==> src/rtl/nibble_addsub_sequencer_if.sv <==
// Control-side bus of the nibble add/sub sequencer.
// master: start/sub/op_a/op_b out; busy/done/result/carry_out/overflow in.
interface nibble_addsub_sequencer_if #(
   parameter int NIBBLES = 4
);
   localparam int WIDTH = 4 * NIBBLES;

   logic             start;
   logic             sub;
   logic [WIDTH-1:0] op_a;
   logic [WIDTH-1:0] op_b;
   logic             busy;
   logic             done;
   logic [WIDTH-1:0] result;
   logic             carry_out;
   logic             overflow;

   modport master (
      output start, sub, op_a, op_b,
      input  busy, done, result, carry_out, overflow
   );

   modport slave (
      input  start, sub, op_a, op_b,
      output busy, done, result, carry_out, overflow
   );
endinterface

==> src/rtl/nibble_addsub_sequencer.sv <==
// Multi-cycle WIDTH-bit add/sub driving an external 4-bit adder, LSB nibble first.
// Ports: clk, rst_n (async low); bus (slave: start/sub/op_a/op_b in,
//   busy/done/result/carry_out/overflow out); add_a/add_b/add_c0 out,
//   add_s/add_c4 in. Macro ADDSUB_OVF_EN enables the overflow flag.
module nibble_addsub_sequencer #(
   parameter int NIBBLES = 4
) (
   input  logic                         clk,
   input  logic                         rst_n,
   nibble_addsub_sequencer_if.slave     bus,
   output logic [3:0]                   add_a,
   output logic [3:0]                   add_b,
   output logic                         add_c0,
   input  logic [3:0]                   add_s,
   input  logic                         add_c4
);
   localparam int WIDTH = 4 * NIBBLES;
   localparam int IW    = (NIBBLES > 1) ? $clog2(NIBBLES) : 1;
   localparam logic [IW-1:0] LAST = IW'(NIBBLES - 1);

   typedef enum logic [1:0] {
      S_IDLE,
      S_RUN,
      S_DONE
   } state_t;

   state_t           r_state;
   logic [IW-1:0]    r_idx;
   logic [WIDTH-1:0] r_a;
   logic [WIDTH-1:0] r_b;
   logic             r_carry;
   logic [WIDTH-1:0] r_result;
   logic             r_cout;
   logic             r_busy;
   logic             r_done;
   logic             w_run;
   logic [IW+1:0]    w_lsb;

   assign w_run = (r_state == S_RUN);
   assign w_lsb = {r_idx, 2'b00};

   // Adder inputs are only driven while running; quiet otherwise.
   assign add_a  = w_run ? r_a[w_lsb +: 4] : 4'h0;
   assign add_b  = w_run ? r_b[w_lsb +: 4] : 4'h0;
   assign add_c0 = w_run ? r_carry : 1'b0;

   always_ff @(posedge clk or negedge rst_n) begin
      if (!rst_n) begin
         r_state  <= S_IDLE;
         r_idx    <= '0;
         r_a      <= '0;
         r_b      <= '0;
         r_carry  <= 1'b0;
         r_result <= '0;
         r_cout   <= 1'b0;
         r_busy   <= 1'b0;
         r_done   <= 1'b0;
      end else begin
         r_done <= 1'b0;
         unique case (r_state)
            S_IDLE: begin
               if (bus.start) begin
                  // Subtract as A + ~B + 1: invert B now, seed carry with 1.
                  r_a     <= bus.op_a;
                  r_b     <= bus.sub ? ~bus.op_b : bus.op_b;
                  r_carry <= bus.sub;
                  r_idx   <= '0;
                  r_busy  <= 1'b1;
                  r_state <= S_RUN;
               end
            end
            S_RUN: begin
               r_result[w_lsb +: 4] <= add_s;
               r_carry              <= add_c4;
               if (r_idx == LAST) begin
                  r_cout  <= add_c4;
                  r_idx   <= '0;
                  r_busy  <= 1'b0;
                  r_done  <= 1'b1;
                  r_state <= S_DONE;
               end else begin
                  r_idx <= r_idx + 1'b1;
               end
            end
            S_DONE: begin
               r_state <= S_IDLE;
            end
            default: begin
               r_state <= S_IDLE;
            end
         endcase
      end
   end

`ifdef ADDSUB_OVF_EN
   logic r_ovf;

   // Carry into the sign bit is recovered from the sign-bit sum;
   // overflow is that carry differing from the carry out.
   always_ff @(posedge clk or negedge rst_n) begin
      if (!rst_n) begin
         r_ovf <= 1'b0;
      end else if (w_run && (r_idx == LAST)) begin
         r_ovf <= r_a[WIDTH-1] ^ r_b[WIDTH-1] ^ add_s[3] ^ add_c4;
      end
   end

   assign bus.overflow = r_ovf;
`else
   assign bus.overflow = 1'b0;
`endif

   assign bus.busy      = r_busy;
   assign bus.done      = r_done;
   assign bus.result    = r_result;
   assign bus.carry_out = r_cout;
endmodule

==> src/flat_wrapper.sv <==
// flat-port wrapper written by rule: the top's interface ports become plain ports
module nibble_addsub_sequencer_flat 
#(
   parameter int NIBBLES = 4
)
  (clk, rst_n, add_a, add_b, add_c0, add_s, add_c4, bus_start, bus_sub, bus_op_a, bus_op_b, bus_busy, bus_done, bus_result, bus_carry_out, bus_overflow);
  nibble_addsub_sequencer_if #(.NIBBLES(NIBBLES)) bus_i ();
  input  logic clk;
  input  logic rst_n;
  output logic [3:0] add_a;
  output logic [3:0] add_b;
  output logic add_c0;
  input  logic [3:0] add_s;
  input  logic add_c4;
  input wire logic [$bits(bus_i.start)-1:0] bus_start;
  input wire logic [$bits(bus_i.sub)-1:0] bus_sub;
  input wire logic [$bits(bus_i.op_a)-1:0] bus_op_a;
  input wire logic [$bits(bus_i.op_b)-1:0] bus_op_b;
  output wire logic [$bits(bus_i.busy)-1:0] bus_busy;
  output wire logic [$bits(bus_i.done)-1:0] bus_done;
  output wire logic [$bits(bus_i.result)-1:0] bus_result;
  output wire logic [$bits(bus_i.carry_out)-1:0] bus_carry_out;
  output wire logic [$bits(bus_i.overflow)-1:0] bus_overflow;
  assign bus_i.start = bus_start;
  assign bus_i.sub = bus_sub;
  assign bus_i.op_a = bus_op_a;
  assign bus_i.op_b = bus_op_b;
  assign bus_busy = bus_i.busy;
  assign bus_done = bus_i.done;
  assign bus_result = bus_i.result;
  assign bus_carry_out = bus_i.carry_out;
  assign bus_overflow = bus_i.overflow;
  nibble_addsub_sequencer #(.NIBBLES(NIBBLES)) u_core (.clk(clk), .rst_n(rst_n), .bus(bus_i), .add_a(add_a), .add_b(add_b), .add_c0(add_c0), .add_s(add_s), .add_c4(add_c4));
endmodule
==> config.mk <==
export PLATFORM = sky130hd
export DESIGN_NAME = nibble_addsub_sequencer_flat
export DESIGN_NICKNAME = d
export VERILOG_FILES = /design/src/rtl/nibble_addsub_sequencer_if.sv /design/src/rtl/nibble_addsub_sequencer.sv /design/src/flat_wrapper.sv
export SDC_FILE = /design/constraint.sdc
export NUM_CORES = 1
export LEC_CHECK = 0
export BUFFER_PORTS_ARGS = -buffer_cell sky130_fd_sc_hd__buf_2
export CORE_MARGIN = 4
export CORE_UTILIZATION = 41
export DETAILED_ROUTE_END_ITERATION = 16
export HOLD_SLACK_MARGIN = 0.1
export PLACE_DENSITY = 0.67
export SYNTH_ARGS = -nofsm -noshare
export SYNTH_HDL_FRONTEND = slang
export SYNTH_SLANG_ARGS = --single-unit
export TNS_END_PERCENT = 20
==> constraint.sdc <==
create_clock -name clk -period 1.8 [get_ports clk]
set_input_delay 0.18 -clock clk [delete_from_list [all_inputs] [get_ports clk]]
set_output_delay 0.18 -clock clk [all_outputs]
set_load 0.01 [all_outputs]
==> flow_metrics.py <==
metrics = {
    "logic_synthesis": {
        "synthTopCellsByCount": "dfrtp_1 (56), nand2_1 (28), a21oi_1 (17), nor2_1 (17)",
        "synth_area_mm2": 0.00269,
        "syn-num-nets": 290,
        "synth_most_common_cell": "dfrtp_1",
        "syn_inst": 243,
        "yosysTopAreaCell": "dfrtp_1",
        "synthTopCellsByArea": "dfrtp_1 (52%), mux2_1 (6.3%), mux2i_1 (5.9%)",
        "avgSynthCellArea_um2": 11.1,
        "synth_enable_flop_cells": 0,
        "synth_top_area_share_pct": 52.0,
        "ys_async_sr_fraction_pct": 100,
        "ys_types": 33,
        "seq_area_frac_synth_pct": 52.0,
        "yosysWarnings": 0,
        "ys_ff_latch": 56,
        "ys.flop_type": "dfrtp_1",
    },
    "placement": {
        "port_buffers": 68,
        "dpl.cell_count": 379,
        "place_congestion": 0.834,
        "place_ws_ns": 0.155,
        "dpl_cell_area_mm2": 0.00310,
        "hpwl_um": 4120,
    },
    "final_layout": {
        "num-fill-cells": 557,
        "nets": 374,
        "stdcell_area_mm2": 0.00343,
        "areaGrowthSynthToFinish_pct": 27.3,
        "num_antenna_cells": 0,
        "post-route-util_pct": 54.0,
        "drive_gt1_share_pct": 29.0,
        "fin_cells": 405,
    },
    "timing": {
        "final-max-slew-violation-count": 0,
        "fin_crit_ns": 1.71,
        "finClkSkew_ns": 0.00572,
        "post-route-period-util_pct": 95.0,
        "rsz0062_at_grt": "true",
        "fmax_mhz": 585,
        "setup_violations": 0,
        "fin_ws_ns": 0.0896,
        "finalHoldViolCount": 0,
    },
    "routing": {
        "drt_wl_total_um": 5720,
        "wl_per_cell_um": 14.1,
        "drt-vias-per-instance": 4.96,
        "ant_nets": 0,
        "dr.pass1.iters": 4,
        "vias": 2009,
        "drc": 0,
        "drtIter0Drc": 115,
    },
    "critical_path": {
        "path_class": "flip-flop to primary output",
        "crit_buf_inv": 3,
        "crit_arrival_ns": 1.53,
        "crit_family": "buffers and inverters",
        "critical_path.max_fanout": 14,
        "cpPeakStageDelay_ns": 0.41,
        "critical-path-slowest-cell": "dfrtp_1",
        "critPathLaunchType": "flip-flop",
        "crit_chain": "buf_12 -> buf_8 -> mux2i_1 -> o22ai_1 -> buf_2",
        "endpoint_kind": "primary output",
        "cp.required_ns": 1.62,
    },
    "clocking": {
        "cts_num_sinks": 56,
        "clk_path_buf_depth": 2,
        "clockRootBuffer": "clkbuf_8",
        "tritoncts": "done",
        "clkTransAtPathRegs_ns": 0.11,
        "cts_max_level": 2,
        "numCtsBuffers": 5,
        "clock_latency_ns": 0.31,
    },
    "grt": {
        "track_usage_pct": 15.3,
        "grt_pass1_wl_um": 9370,
        "grt_pass1_vias": 2049,
        "grt_max_degree": 37,
        "antenna_found_initial": 0,
        "overflow": 0,
    },
    "die": {
        "dieWidth_um": 89.1,
        "start_util_pct": 42.4,
        "ios": 70,
        "dieHeight_um": 89.1,
        "core_mm2": 0.00635,
        "die_area_mm2": 0.00793,
        "rows": 29,
    },
    "power_and_ir_drop": {
        "p_per_area_mw_per_mm2": 1620,
        "total_power_mw": 5.55,
        "leakage_nw": 1.60,
        "peakVddDrop_mv": 0.791,
    },
    "hold_path": {
        "hp-class": "input pin to flip-flop",
    },
    "status": {
        "status": "finished, final reports clean",
    },
    "flow_run": {
        "maxCapViolCount": 0,
    },
}
final timing paths:
check | from | to | slack [ns] | depth (start not counted)
worst min-delay path | add_s[3] | u_core.bus.result[11] | 0.13 | 3
min in group asynchronous | rst_n | u_core.r_a[7] | 0.37 | 2
worst min register to register | u_core.bus.result[5] | u_core.bus.result[5] | 0.48 | 2
worst max register to register | u_core.r_idx[1] | u_core.bus.result[4] | 0.20 | 5
worst max-delay path | u_core.r_idx[0] | add_b[3] | 0.09 | 5
max in group asynchronous | rst_n | u_core.r_state[0] | 0.86 | 3
metal layers:
| metal | share of wire (%) | GRT usage (%) | wire length, µm |
|---|---|---|---|
| met1 | 45 | 20.3 | 2550 |
| met2 | 48 | 24.8 | 2720 |
| met3 | 6.3 | 3.23 | 363 |
| met4 | 1.5 | 5.14 | 85 |
| met5 | 0 | 0 | 0 |
through the flow:
| stage | hold WS, ns | setup TNS (ns) |
|---|---|---|
| floorplan | -0.116 | 0 |
| global placement | 0.180 | 0 |
| detailed placement | 0.180 | 0 |
| CTS | 0.123 | 0 |
| global route | 0.132 | -0.00820 |
| finish | 0.134 | 0 |
registers in the layout, summed over array words and instances, names as in the netlist:
| signal | cells |
|---|---|
| u_core.bus.result | 16 |
| u_core.r_a | 16 |
| u_core.r_b | 16 |
| u_core.r_idx | 2 |
| u_core.r_state | 2 |
| u_core.bus.busy | 1 |
| u_core.bus.carry_out | 1 |
| u_core.bus.done | 1 |
| u_core.r_carry | 1 |
final cells by class:
class                   count  area (µm²)  share of cell area (%)
flip-flops and latches     56        1410                    41.0
well taps                  77        96.3                    2.81
repair buffers             92         611                    17.8
multi-input cells         168        1210                    35.3
clock buffers               5        68.8                    2.01
inverters                   4        15.0                   0.438
clock inverters             3        22.5                   0.657
cells by family (layout without fill, tap and decap cells):
logic type	after synthesis	count (layout)	synth area share [%]
compound gates	46	46	9.85
other cells	1	1	0.139
fa+ha+maj	6	6	2.79
mux	33	33	13.1
xor+xnor	16	16	5.20
flops	56	56	52.0
buf+inv	19	104	4.55
simple gates	66	66	12.4
worst reg2reg max path, cell delays in order (launching register included):
cell and delay, ns:
dfrtp_2 0.46, inv_1 0.15, ha_1 0.42, and4bb_2 0.31
nand2_1 0.08, o21ai_0 0.07
report_power, final:
part,switching (mW),total [mW],leakage (nW),internal [mW]
sequential,0.350,2.20,0.676,1.86
combinational,1.40,2.63,0.871,1.23
clock,0.432,0.712,0.0485,0.280
total,2.18,5.55,1.60,3.36
placed cells by master (no fill, tap or decap), types with 2 or more instances in the layout:
| cell | instances |
|---|---|
| a21oi_1 | 17 |
| buf_12 | 3 |
| buf_2 | 68 |
| buf_4 | 2 |
| clkbuf_8 | 5 |
| dfrtp_1 | 53 |
| dfrtp_2 | 3 |
| dlygate4sd3_1 | 18 |
| ha_1 | 6 |
| inv_1 | 4 |
| mux2_1 | 15 |
| mux2_2 | 2 |
| mux2i_1 | 16 |
| nand2_1 | 27 |
| nand2_2 | 2 |
| nand3_1 | 5 |
| nand3b_1 | 5 |
| nor2_1 | 17 |
| nor4b_4 | 2 |
| o21ai_0 | 13 |
| o22ai_1 | 7 |
| o2bb2ai_1 | 4 |
| xnor2_1 | 16 |
timing repair:
action	CTS	global route
gates resized for setup	5	9
buffers inserted	0	0
hold buffers	18	0
hold endpoints to repair	37	0
setup endpoints to repair	8	15
No activity file was read; power rests on OpenSTA's default activity.
